**src/rtl/driver_pkg.sv**
```systemverilog
// Shared definitions for the driver read-port arbiter.
//   arb_state_e : arbiter FSM states (idle / read outstanding)
//   CNT_W       : width of the saturating event counters and the watchdog
//   sat_inc     : saturating increment for CNT_W-bit counters
package driver_pkg;

  typedef enum logic {
    ARB_IDLE = 1'b0,
    ARB_WAIT = 1'b1
  } arb_state_e;

  localparam int unsigned CNT_W = 16;

  function automatic logic [CNT_W-1:0] sat_inc(input logic [CNT_W-1:0] v);
    return (v == '1) ? v : v + 1'b1;
  endfunction

endpackage

```
**src/rtl/rr_arbiter.sv**
```systemverilog
// Combinational round-robin picker.
//   i_req  : request vector
//   i_last : index of the most recently granted requester
//   o_gnt  : one-hot grant (all zero when no request)
//   o_idx  : index of the granted requester
//   o_any  : at least one request present
// Search starts one past i_last and wraps, so the last winner has lowest priority.
module rr_arbiter #(
  parameter int unsigned N = 2,
  localparam int unsigned IdxW = $clog2(N)
) (
  input  logic [N-1:0]    i_req,
  input  logic [IdxW-1:0] i_last,
  output logic [N-1:0]    o_gnt,
  output logic [IdxW-1:0] o_idx,
  output logic            o_any
);

  int unsigned w_pos;

  always_comb begin
    o_gnt = '0;
    o_idx = '0;
    o_any = 1'b0;
    w_pos = 0;
    for (int unsigned k = 1; k <= N; k++) begin
      w_pos = 32'(i_last) + k;
      if (w_pos >= N) w_pos = w_pos - N;
      if (!o_any && i_req[IdxW'(w_pos)]) begin
        o_any               = 1'b1;
        o_gnt[IdxW'(w_pos)] = 1'b1;
        o_idx               = IdxW'(w_pos);
      end
    end
  end

endmodule

```
**src/rtl/driver_rd_arbiter.sv**
```systemverilog
// Shares one memory master read port between NUM_REQ requesters.
// Round-robin grant, single outstanding read, response routed to its owner,
// watchdog aborts a read that receives no response.
// Ports:
//   i_clk, i_rst_n                 clock, async active-low reset
//   i_req_rd / i_req_addr          per-requester level request and flat address
//   o_req_gnt                      one-hot accept pulse
//   o_req_data / o_req_data_val    shared return data, one-hot valid pulse to owner
//   o_req_err                      qualifies data_val: read timed out, data is 0
//   o_master_addr / o_master_rd    address and 1-cycle read strobe to memory
//   i_master_data_in(_val)         memory response
//   o_busy                         read outstanding
//   o_timeout_cnt / o_stray_cnt    saturating counts of aborted reads / responses seen idle
module driver_rd_arbiter
  import driver_pkg::*;
#(
  parameter int unsigned NUM_REQ        = 2,
  parameter int unsigned ADDR_W         = 32,
  parameter int unsigned DATA_W         = 32,
  parameter int unsigned TIMEOUT_CYCLES = 255
) (
  input  logic                      i_clk,
  input  logic                      i_rst_n,
  input  logic [NUM_REQ-1:0]        i_req_rd,
  input  logic [NUM_REQ*ADDR_W-1:0] i_req_addr,
  output logic [NUM_REQ-1:0]        o_req_gnt,
  output logic [DATA_W-1:0]         o_req_data,
  output logic [NUM_REQ-1:0]        o_req_data_val,
  output logic                      o_req_err,
  output logic [ADDR_W-1:0]         o_master_addr,
  output logic                      o_master_rd,
  input  logic [DATA_W-1:0]         i_master_data_in,
  input  logic                      i_master_data_in_val,
  output logic                      o_busy,
  output logic [CNT_W-1:0]          o_timeout_cnt,
  output logic [CNT_W-1:0]          o_stray_cnt
);

  localparam int unsigned IdxW = $clog2(NUM_REQ);
  localparam logic [CNT_W-1:0] WdogLast = CNT_W'(TIMEOUT_CYCLES - 1);

  arb_state_e          r_state;
  logic [IdxW-1:0]     r_rr_last;
  logic [IdxW-1:0]     r_owner;
  logic [CNT_W-1:0]    r_wdog;
  logic [NUM_REQ-1:0]  r_gnt;
  logic                r_mrd;
  logic [ADDR_W-1:0]   r_maddr;
  logic [DATA_W-1:0]   r_data;
  logic [NUM_REQ-1:0]  r_val;
  logic                r_err;
  logic [CNT_W-1:0]    r_tcnt;
  logic [CNT_W-1:0]    r_scnt;

  logic [NUM_REQ-1:0]  w_gnt;
  logic [IdxW-1:0]     w_idx;
  logic                w_any;
  logic [ADDR_W-1:0]   w_addr;
  logic [NUM_REQ-1:0]  w_owner_oh;

  rr_arbiter #(
    .N (NUM_REQ)
  ) u_rr (
    .i_req  (i_req_rd),
    .i_last (r_rr_last),
    .o_gnt  (w_gnt),
    .o_idx  (w_idx),
    .o_any  (w_any)
  );

  always_comb begin
    w_addr     = i_req_addr[32'(w_idx)*ADDR_W +: ADDR_W];
    w_owner_oh = NUM_REQ'(1) << r_owner;
  end

  always_ff @(posedge i_clk or negedge i_rst_n) begin
    if (!i_rst_n) begin
      r_state   <= ARB_IDLE;
      r_rr_last <= IdxW'(NUM_REQ - 1);
      r_owner   <= '0;
      r_wdog    <= '0;
      r_gnt     <= '0;
      r_mrd     <= 1'b0;
      r_maddr   <= '0;
      r_data    <= '0;
      r_val     <= '0;
      r_err     <= 1'b0;
      r_tcnt    <= '0;
      r_scnt    <= '0;
    end else begin
      // Strobes default low so every pulse lasts exactly one cycle.
      r_gnt <= '0;
      r_mrd <= 1'b0;
      r_val <= '0;
      r_err <= 1'b0;
      case (r_state)
        ARB_IDLE: begin
          if (i_master_data_in_val) r_scnt <= sat_inc(r_scnt);
          if (w_any) begin
            r_gnt     <= w_gnt;
            r_mrd     <= 1'b1;
            r_maddr   <= w_addr;
            r_owner   <= w_idx;
            r_rr_last <= w_idx;
            r_wdog    <= '0;
            r_state   <= ARB_WAIT;
          end
        end
        ARB_WAIT: begin
          // A response on the timeout cycle still wins over the abort.
          if (i_master_data_in_val) begin
            r_data  <= i_master_data_in;
            r_val   <= w_owner_oh;
            r_state <= ARB_IDLE;
          end else if (r_wdog == WdogLast) begin
            r_data  <= '0;
            r_val   <= w_owner_oh;
            r_err   <= 1'b1;
            r_tcnt  <= sat_inc(r_tcnt);
            r_state <= ARB_IDLE;
          end else begin
            r_wdog <= r_wdog + 1'b1;
          end
        end
        default: r_state <= ARB_IDLE;
      endcase
    end
  end

  always_comb begin
    o_req_gnt      = r_gnt;
    o_req_data     = r_data;
    o_req_data_val = r_val;
    o_req_err      = r_err;
    o_master_addr  = r_maddr;
    o_master_rd    = r_mrd;
    o_busy         = (r_state == ARB_WAIT);
    o_timeout_cnt  = r_tcnt;
    o_stray_cnt    = r_scnt;
  end

endmodule

```
**config.mk**
```make
export PLATFORM = sky130hd
export DESIGN_NAME = driver_rd_arbiter
export DESIGN_NICKNAME = d
export VERILOG_FILES = /design/src/rtl/driver_pkg.sv /design/src/rtl/rr_arbiter.sv /design/src/rtl/driver_rd_arbiter.sv
export SDC_FILE = /design/constraint.sdc
export NUM_CORES = 1
export LEC_CHECK = 0
export CAP_MARGIN = 20
export CORE_ASPECT_RATIO = 1.4
export CORE_UTILIZATION = 40
export DETAILED_ROUTE_END_ITERATION = 12
export HOLD_SLACK_MARGIN = 0.15
export PLACE_DENSITY = 0.77
export SETUP_SLACK_MARGIN = 0.05
export SLEW_MARGIN = 10
export SYNTH_ARGS = -nofsm -noshare
export SYNTH_HDL_FRONTEND = slang
export SYNTH_SLANG_ARGS = --single-unit
```
**constraint.sdc**
```tcl
create_clock -name i_clk -period 2 [get_ports i_clk]
set_clock_uncertainty 0.1 [all_clocks]
set_input_delay 0.2 -clock i_clk [delete_from_list [all_inputs] [get_ports i_clk]]
set_output_delay 0.2 -clock i_clk [all_outputs]
set_load 0.1 [all_outputs]
```
# After elaboration in Yosys (flattened, before gate mapping)
# Cells that the tools add are included.
op_classes:
  div: 0
  shifts: 2
  n_lt_le_gt_ge: 6
  n_bitwise: 5
  mux: 35
  multipliers: 0
  n_reduce_logical: 10
  n_eq_ne: 6
  addsub: 7
ops:
  columns: ["op", "n"]
  rows:
  - ["$mux W32", 2]
  - ["$shiftx A64 B7 Y32", 1]
  - ["$add A16 B1 Y16 const B", 3]
  - ["$mux W16", 3]
  - ["$eq A16 B16 Y1 const B", 2]
  - ["$pmux W16 S2", 1]
  - ["$mux W1", 19]
  - ["$eq A16 B8 Y1 const B", 1]
  - ["$mux W2", 7]
  - ["$reduce_and A3 Y1", 2]
  - ["$lt A1 B2 Y1 const B", 2]
  - ["$ne A2 B2 Y1 const B", 2]
  - ["$not A1 Y1", 4]
  - ["$reduce_and A2 Y1", 2]
  - ["$reduce_and A4 Y1", 1]
  - ["$add A1 B2 Y3 const B", 1]
  - ["$ge A3 B2 Y1 const B", 1]
  - ["$logic_and A1 B1 Y1", 3]
  - ["$add A1 B1 Y2 const B", 1]
  - ["$demux W1 S1", 2]
  - ["$ge A1 B1 Y1 const B", 2]
  - ["$ge A2 B2 Y1 const B", 1]
  - ["$ne A2 B1 Y1 const B", 1]
  - ["$or A2 B2 Y2", 1]
  - ["5 further kinds", 6]
totals:
  latchBits: 0
  output_inout_bits: 103
  n_memories: 0
  ff_bits: 121
  mem_bits_ro: 0
  ram_bits: 0
  word_cells: 83
  in_bits: 101

# Depth between registers and ports, before layout
depth:
  word_depth: 12
  mapped_depth: 8
  mapped_depth_nobuf: 7

# By module
# Synthesis repeated with hierarchy kept, for this count alone.
hier_totals:
  cells_unflattened: 473
  hier_area_um2: 5277.6
by_module_without_submodules:
  columns: ["mod", "cells_per_inst", "instances", "area_per_inst_um2", "seq_area_each_um2"]
  rows:
  - ["driver_rd_arbiter", 468, 1, 5245.0, 3029.2]
  - ["rr_arbiter", 5, 1, 32.5, 0.0]

# Worst setup path after synthesis
# Ideal clock, no wire load.
synth_path:
  path_type: "reg2reg"
  from: "register r_scnt[0], in the netlist o_stray_cnt[0]"
  to: "register r_scnt[1], in the netlist o_stray_cnt[1]"
  path_slack_ps: -716
  path_stages_with_launch: 6
  path_buffers: 0
  setup_time_ps: 126
  required_ps: 1774
  arrival_ps: 2490
  period_less_slack_ps: 2716
  cell_sequence: "dfrtp_1 ha_1 nand2_1 nor4_1 a21boi_1 mux2_2"
synth_via:
  elab_chain_cells: 3
  elab_cells_between_ends: 4
  classes_between: "1 x add/sub; 1 x eq/ne; 1 x bitwise; 1 x reduce/logical"
synth_lines:
  columns: ["element", "line", "source"]
  rows:
  - ["start, declared", "driver_rd_arbiter.sv:53", "logic [CNT_W-1:0] r_scnt;"]
  - ["start signal, assigned", "driver_rd_arbiter.sv:98", "if (i_master_data_in_val) r_scnt <= sat_inc(r_scnt);"]
  - ["parallel branches: the longest is 3 deep, another holds $add A16 B1 Y16", null, null]
# Several ways; the timed one is not identified.
# A chain may end at the register's enable or synchronous reset.

# Worst setup path in the final report
layout_path:
  from: "register r_wdog[14]"
  to: "register r_tcnt[14], in the netlist o_timeout_cnt[14]"
layout_via:
  elab_chain_cells: 2
layout_lines:
  columns: ["element", "line", "source"]
  rows:
  - ["start, declared", "driver_rd_arbiter.sv:45", "logic [CNT_W-1:0] r_wdog;"]
  - ["start signal, assigned", "driver_rd_arbiter.sv:122", "r_wdog <= r_wdog + 1'b1;"]
  - ["$eq A16 B8 Y1", "driver_rd_arbiter.sv:115", "end else if (r_wdog == WdogLast) begin"]
  - ["$reduce_and A4 Y1 (no line)", null, null]
  - ["end signal, assigned", "driver_rd_arbiter.sv:119", "r_tcnt <= sat_inc(r_tcnt);"]
  - ["end, declared", "driver_rd_arbiter.sv:52", "logic [CNT_W-1:0] r_tcnt;"]
# Every way passes these cells.

==> results.py <==
metrics = {
    "run_status": {
        "status": "finished, final reports clean",
    },
    "synthesis": {
        "synth_top_cell_area_share_pct": 56.2,
        "gate_count_after_technology_mapping": 473,
        "synth_top_area_cell": "sky130_fd_sc_hd__dfrtp_1",
        "share_of_synthesized_area_occupied_by_flip_flops_and_latches_pct": 56.7,
        "dominant_combinational_cell_family_by_area_after_synthesis": "simple AND/OR/NAND/NOR gates",
        "syn-num-nets": 578,
        "netlist-cell-type-count": 44,
        "post_synth_mux_area_share_pct": 7.02,
        "ys_ff_latch": 121,
        "synth-adder-area-share_pct": 0.937,
        "synth_compound_gate_area_share_pct": 13.1,
        "ys_warn_count": 0,
        "top_cells_by_instance_count_after_synthesis": "sky130_fd_sc_hd__dfrtp_1, sky130_fd_sc_hd__nand2_1, sky130_fd_sc_hd__o21ai_0",
        "synth_flop_cell": "sky130_fd_sc_hd__dfrtp_1",
        "async_flop_share_pct": 100,
        "synth-simple-area-share_pct": 15.0,
        "synth.most_common_cell": "sky130_fd_sc_hd__dfrtp_1",
        "synth_enable_flop_cells": 0,
        "syn_avg_cell_area_um2": 11.3,
        "ys_top_cells_by_area": "sky130_fd_sc_hd__dfrtp_1, sky130_fd_sc_hd__a22o_1, sky130_fd_sc_hd__mux2i_1, sky130_fd_sc_hd__o21ai_0, sky130_fd_sc_hd__xnor2_1",
        "netlist_area_um2": 5340,
        "post_synth_xor_area_fraction_pct": 4.92,
    },
    "sta": {
        "finalCriticalPeriod_ns": 1.95,
        "grt_setup_unrepaired": "true",
        "max_transition_margin_pct": 60.1,
        "period_share_pct": 97.4,
        "finalHoldViolations": 0,
        "final_max_slew_viol_count": 0,
        "max_clock_freq_ghz": 0.514,
        "setup-violations-final": 0,
        "timing_worst_slew_pin_value_ns": 0.598,
    },
    "critical_path": {
        "worst-endpoint-arrival_ns": 2.13,
        "worstPathRequired_ns": 2.19,
        "setup.worst_path.class": "flip-flop to flip-flop",
        "cpPeakStageDelay_ns": 0.44,
        "kind_of_start_point_of_the_critical_path": "flip-flop",
        "critical_path.slowest_cell": "sky130_fd_sc_hd__dfrtp_2",
        "critPathMaxFanout": 6,
        "critical_path.endpoint_type": "flip-flop",
        "crit_chain": "nor4_4 > nand3_4 > nor3b_4 > and4_1 > mux2_4",
    },
    "floorplan": {
        "initial_core_util_pct": 41.3,
        "fp.coreArea_um2": 12900,
        "floorplan.die.width_um": 99.7,
        "io_pins": 204,
        "row_count": 49,
        "fp.dieArea_um2": 13800,
        "die_h_um": 139,
    },
    "power_and_ir_drop": {
        "design_power_total_mw": 12.7,
        "powerDensity_nw_per_um2": 1520,
        "power.share.sequential_pct": 27.5,
        "proportion_of_power_drawn_by_the_clock_network_pct": 22.8,
        "comb_power_share_pct": 49.7,
        "power_leakage_nw": 3.85,
        "peakVddDrop_uv": 1130,
        "power.switching_fraction_pct": 50.8,
        "internal-power_mw": 6.26,
        "switching_power_total_mw": 6.47,
    },
    "global_routing": {
        "largest_net_degree_at_the_start_of_global_routing": 71,
        "grt_pass1_vias": 5007,
        "grt_pass1_wl_mm": 23.7,
        "grt_use_total_pct": 21.9,
        "overflow": 0,
        "grt_antenna_before_repair": 0,
    },
    "layout": {
        "number_of_diodes": 0,
        "num-fill-cells": 1024,
        "post_route_cells_drive_above_1_share_pct": 32.5,
        "area_delta_synth_final_pct": 56.7,
        "finish.net_count": 813,
        "multiInputGateArea_um2": 2340,
        "layout.cell_area.non_filler_um2": 8370,
        "area.sequential_um2": 3100,
        "finish.cell_count_without_fillers": 899,
    },
    "place": {
        "finalWeightedCongestion": 0.815,
        "cells_after_dpl": 857,
        "post_dp_cell_area_um2": 7660,
        "place.detailed.hpwl_mm": 10.7,
        "io_buffer_count": 203,
    },
    "drt": {
        "drt_wl_total_mm": 14.3,
        "detail_route.drc_violations": 0,
        "route.detailed.vias_per_inst": 5.23,
        "avgRoutedWirePerCell_um": 15.9,
        "drtIter0Drc": 160,
        "ant_nets": 0,
        "dr_total_vias": 4701,
        "drt_first_pass_iters": 4,
    },
    "clock_tree": {
        "cts-root-buf": "sky130_fd_sc_hd__clkbuf_16",
        "worst_setup_hold_path_clk_slew_ns": 0.06,
        "clock-sinks": 121,
        "cts_buffers": 17,
        "cts-root-to-sink-buffers": 2,
        "clk_latency_ns": 0.41,
        "deepest_level_of_the_cts_h_tree": 4,
        "cts_tree": "built",
    },
    "flow_run": {
        "cap_viol_max_count": 0,
    },
    "min_path": {
        "hold_path_class": "input port to asynchronous set/reset pin",
    },
}
layer usage:
| layer | up-vias | global-route usage (%) | share of wire, % |
|---|---|---|---|
| met2 | 205 | 38.8 | 53 |
| met4 | 0 | 10.3 | 2.7 |
| met1 | 2282 | 23.2 | 38 |
| li1 | 2183 | - | - |
| met3 | 31 | 6.85 | 7.0 |
| met5 | - | 0 | 0 |
worst max-delay path, delay by kind of cell, from the launching register on:
| family | cells | cell delay, ns |
|---|---|---|
| and+or+nand+nor | 4 | 0.99 |
| DFF | 1 | 0.44 |
| muxes | 1 | 0.30 |
cell usage in the layout (no fill, tap or decap), drive strengths merged, types with 17 or more instances in the layout:
| master | synthesis | layout |
|---|---|---|
| buf | 7 | 139 |
| dfrtp | 120 | 120 |
| clkdlybuf4s50 | 0 | 99 |
| nand2 | 52 | 52 |
| o21ai | 47 | 47 |
| a22o | 38 | 38 |
| mux2i | 33 | 33 |
| xnor2 | 25 | 25 |
| nand3 | 20 | 20 |
| clkbuf | 17 | 20 |
| nand4 | 17 | 17 |
kinds of logic (layout without fill, tap and decap cells):
logic type / after synthesis / after routing
flip-flops: 121 / 121
adder cells (fa/ha/maj): 4 / 4
AO/OA/AOI/OAI: 102 / 102
buffers and inverters: 31 / 278
multiplexers: 37 / 37
XOR/XNOR: 30 / 30
AND/OR/NAND/NOR: 148 / 149
state kept, by name, indices dropped and copies added, names as in the netlist:
register / cells
o_master_addr: 32
o_req_data: 32
o_stray_cnt: 16
o_timeout_cnt: 16
r_wdog: 16
o_req_data_val: 2
o_req_gnt: 2
o_busy: 1
o_master_rd: 1
o_req_err: 1
r_owner: 1
r_rr_last: 1
per-stage QoR:
stage	util [%]	setup slack, ns	TNS, ns	hold slack [ns]
final	64.7	0.0527	0	0.201
after global routing	64.7	-0.0217	-0.0217	0.228
after CTS	64.0	0.0560	0	0.187
after detailed placement	59.2	-0.0831	-0.176	0.0461
after global placement	59.2	0.0323	0	0.0478
after floorplan	-	-0.0261	-0.0517	-0.196
final cells by class:
cell class | count | area share, %
Clock inverter | 12 | 1.39
Sequential cell | 121 | 37.0
Timing Repair Buffer | 239 | 25.2
Inverter | 7 | 0.314
Clock buffer | 20 | 5.45
Tap cell | 178 | 2.66
Multi-Input combinational cell | 322 | 28.0
power groups by stage:
stage               sequential, mW  clock [mW]  combinational, mW
finish                        3.50        2.90               6.33
CTS                           3.50        2.96               6.32
global placement              3.50           0               6.22
detailed placement            3.52           0               6.29
floorplan                     7.39           0              0.824
global route                  3.58        3.07               6.56
worst paths after layout:
kind	startpoint	to	slack [ns]	cells past startpoint
setup / recovery	r_wdog[14]	o_timeout_cnt[14]	0.05	5
hold / removal	i_rst_n	r_owner	0.20	2
min in group i_clk	i_master_data_in[21]	o_req_data[21]	0.29	2
hold reg to reg	o_master_addr[21]	o_master_addr[21]	0.37	2
max in group asynchronous	i_rst_n	o_timeout_cnt[0]	0.93	3
setup reg to reg	r_wdog[14]	o_timeout_cnt[14]	0.05	5
repair_timing:
| item | in CTS | in global routing |
|---|---|---|
| hold buffers | 1 | 0 |
| hold endpoints to repair | 121 | 0 |
| setup buffers | 3 | 6 |
| cloned | 0 | 1 |
| gates resized for setup | 6 | 10 |
| setup endpoints to repair | 39 | 53 |
| pin swaps | 2 | 8 |
(Power assumes the default switching activity.)
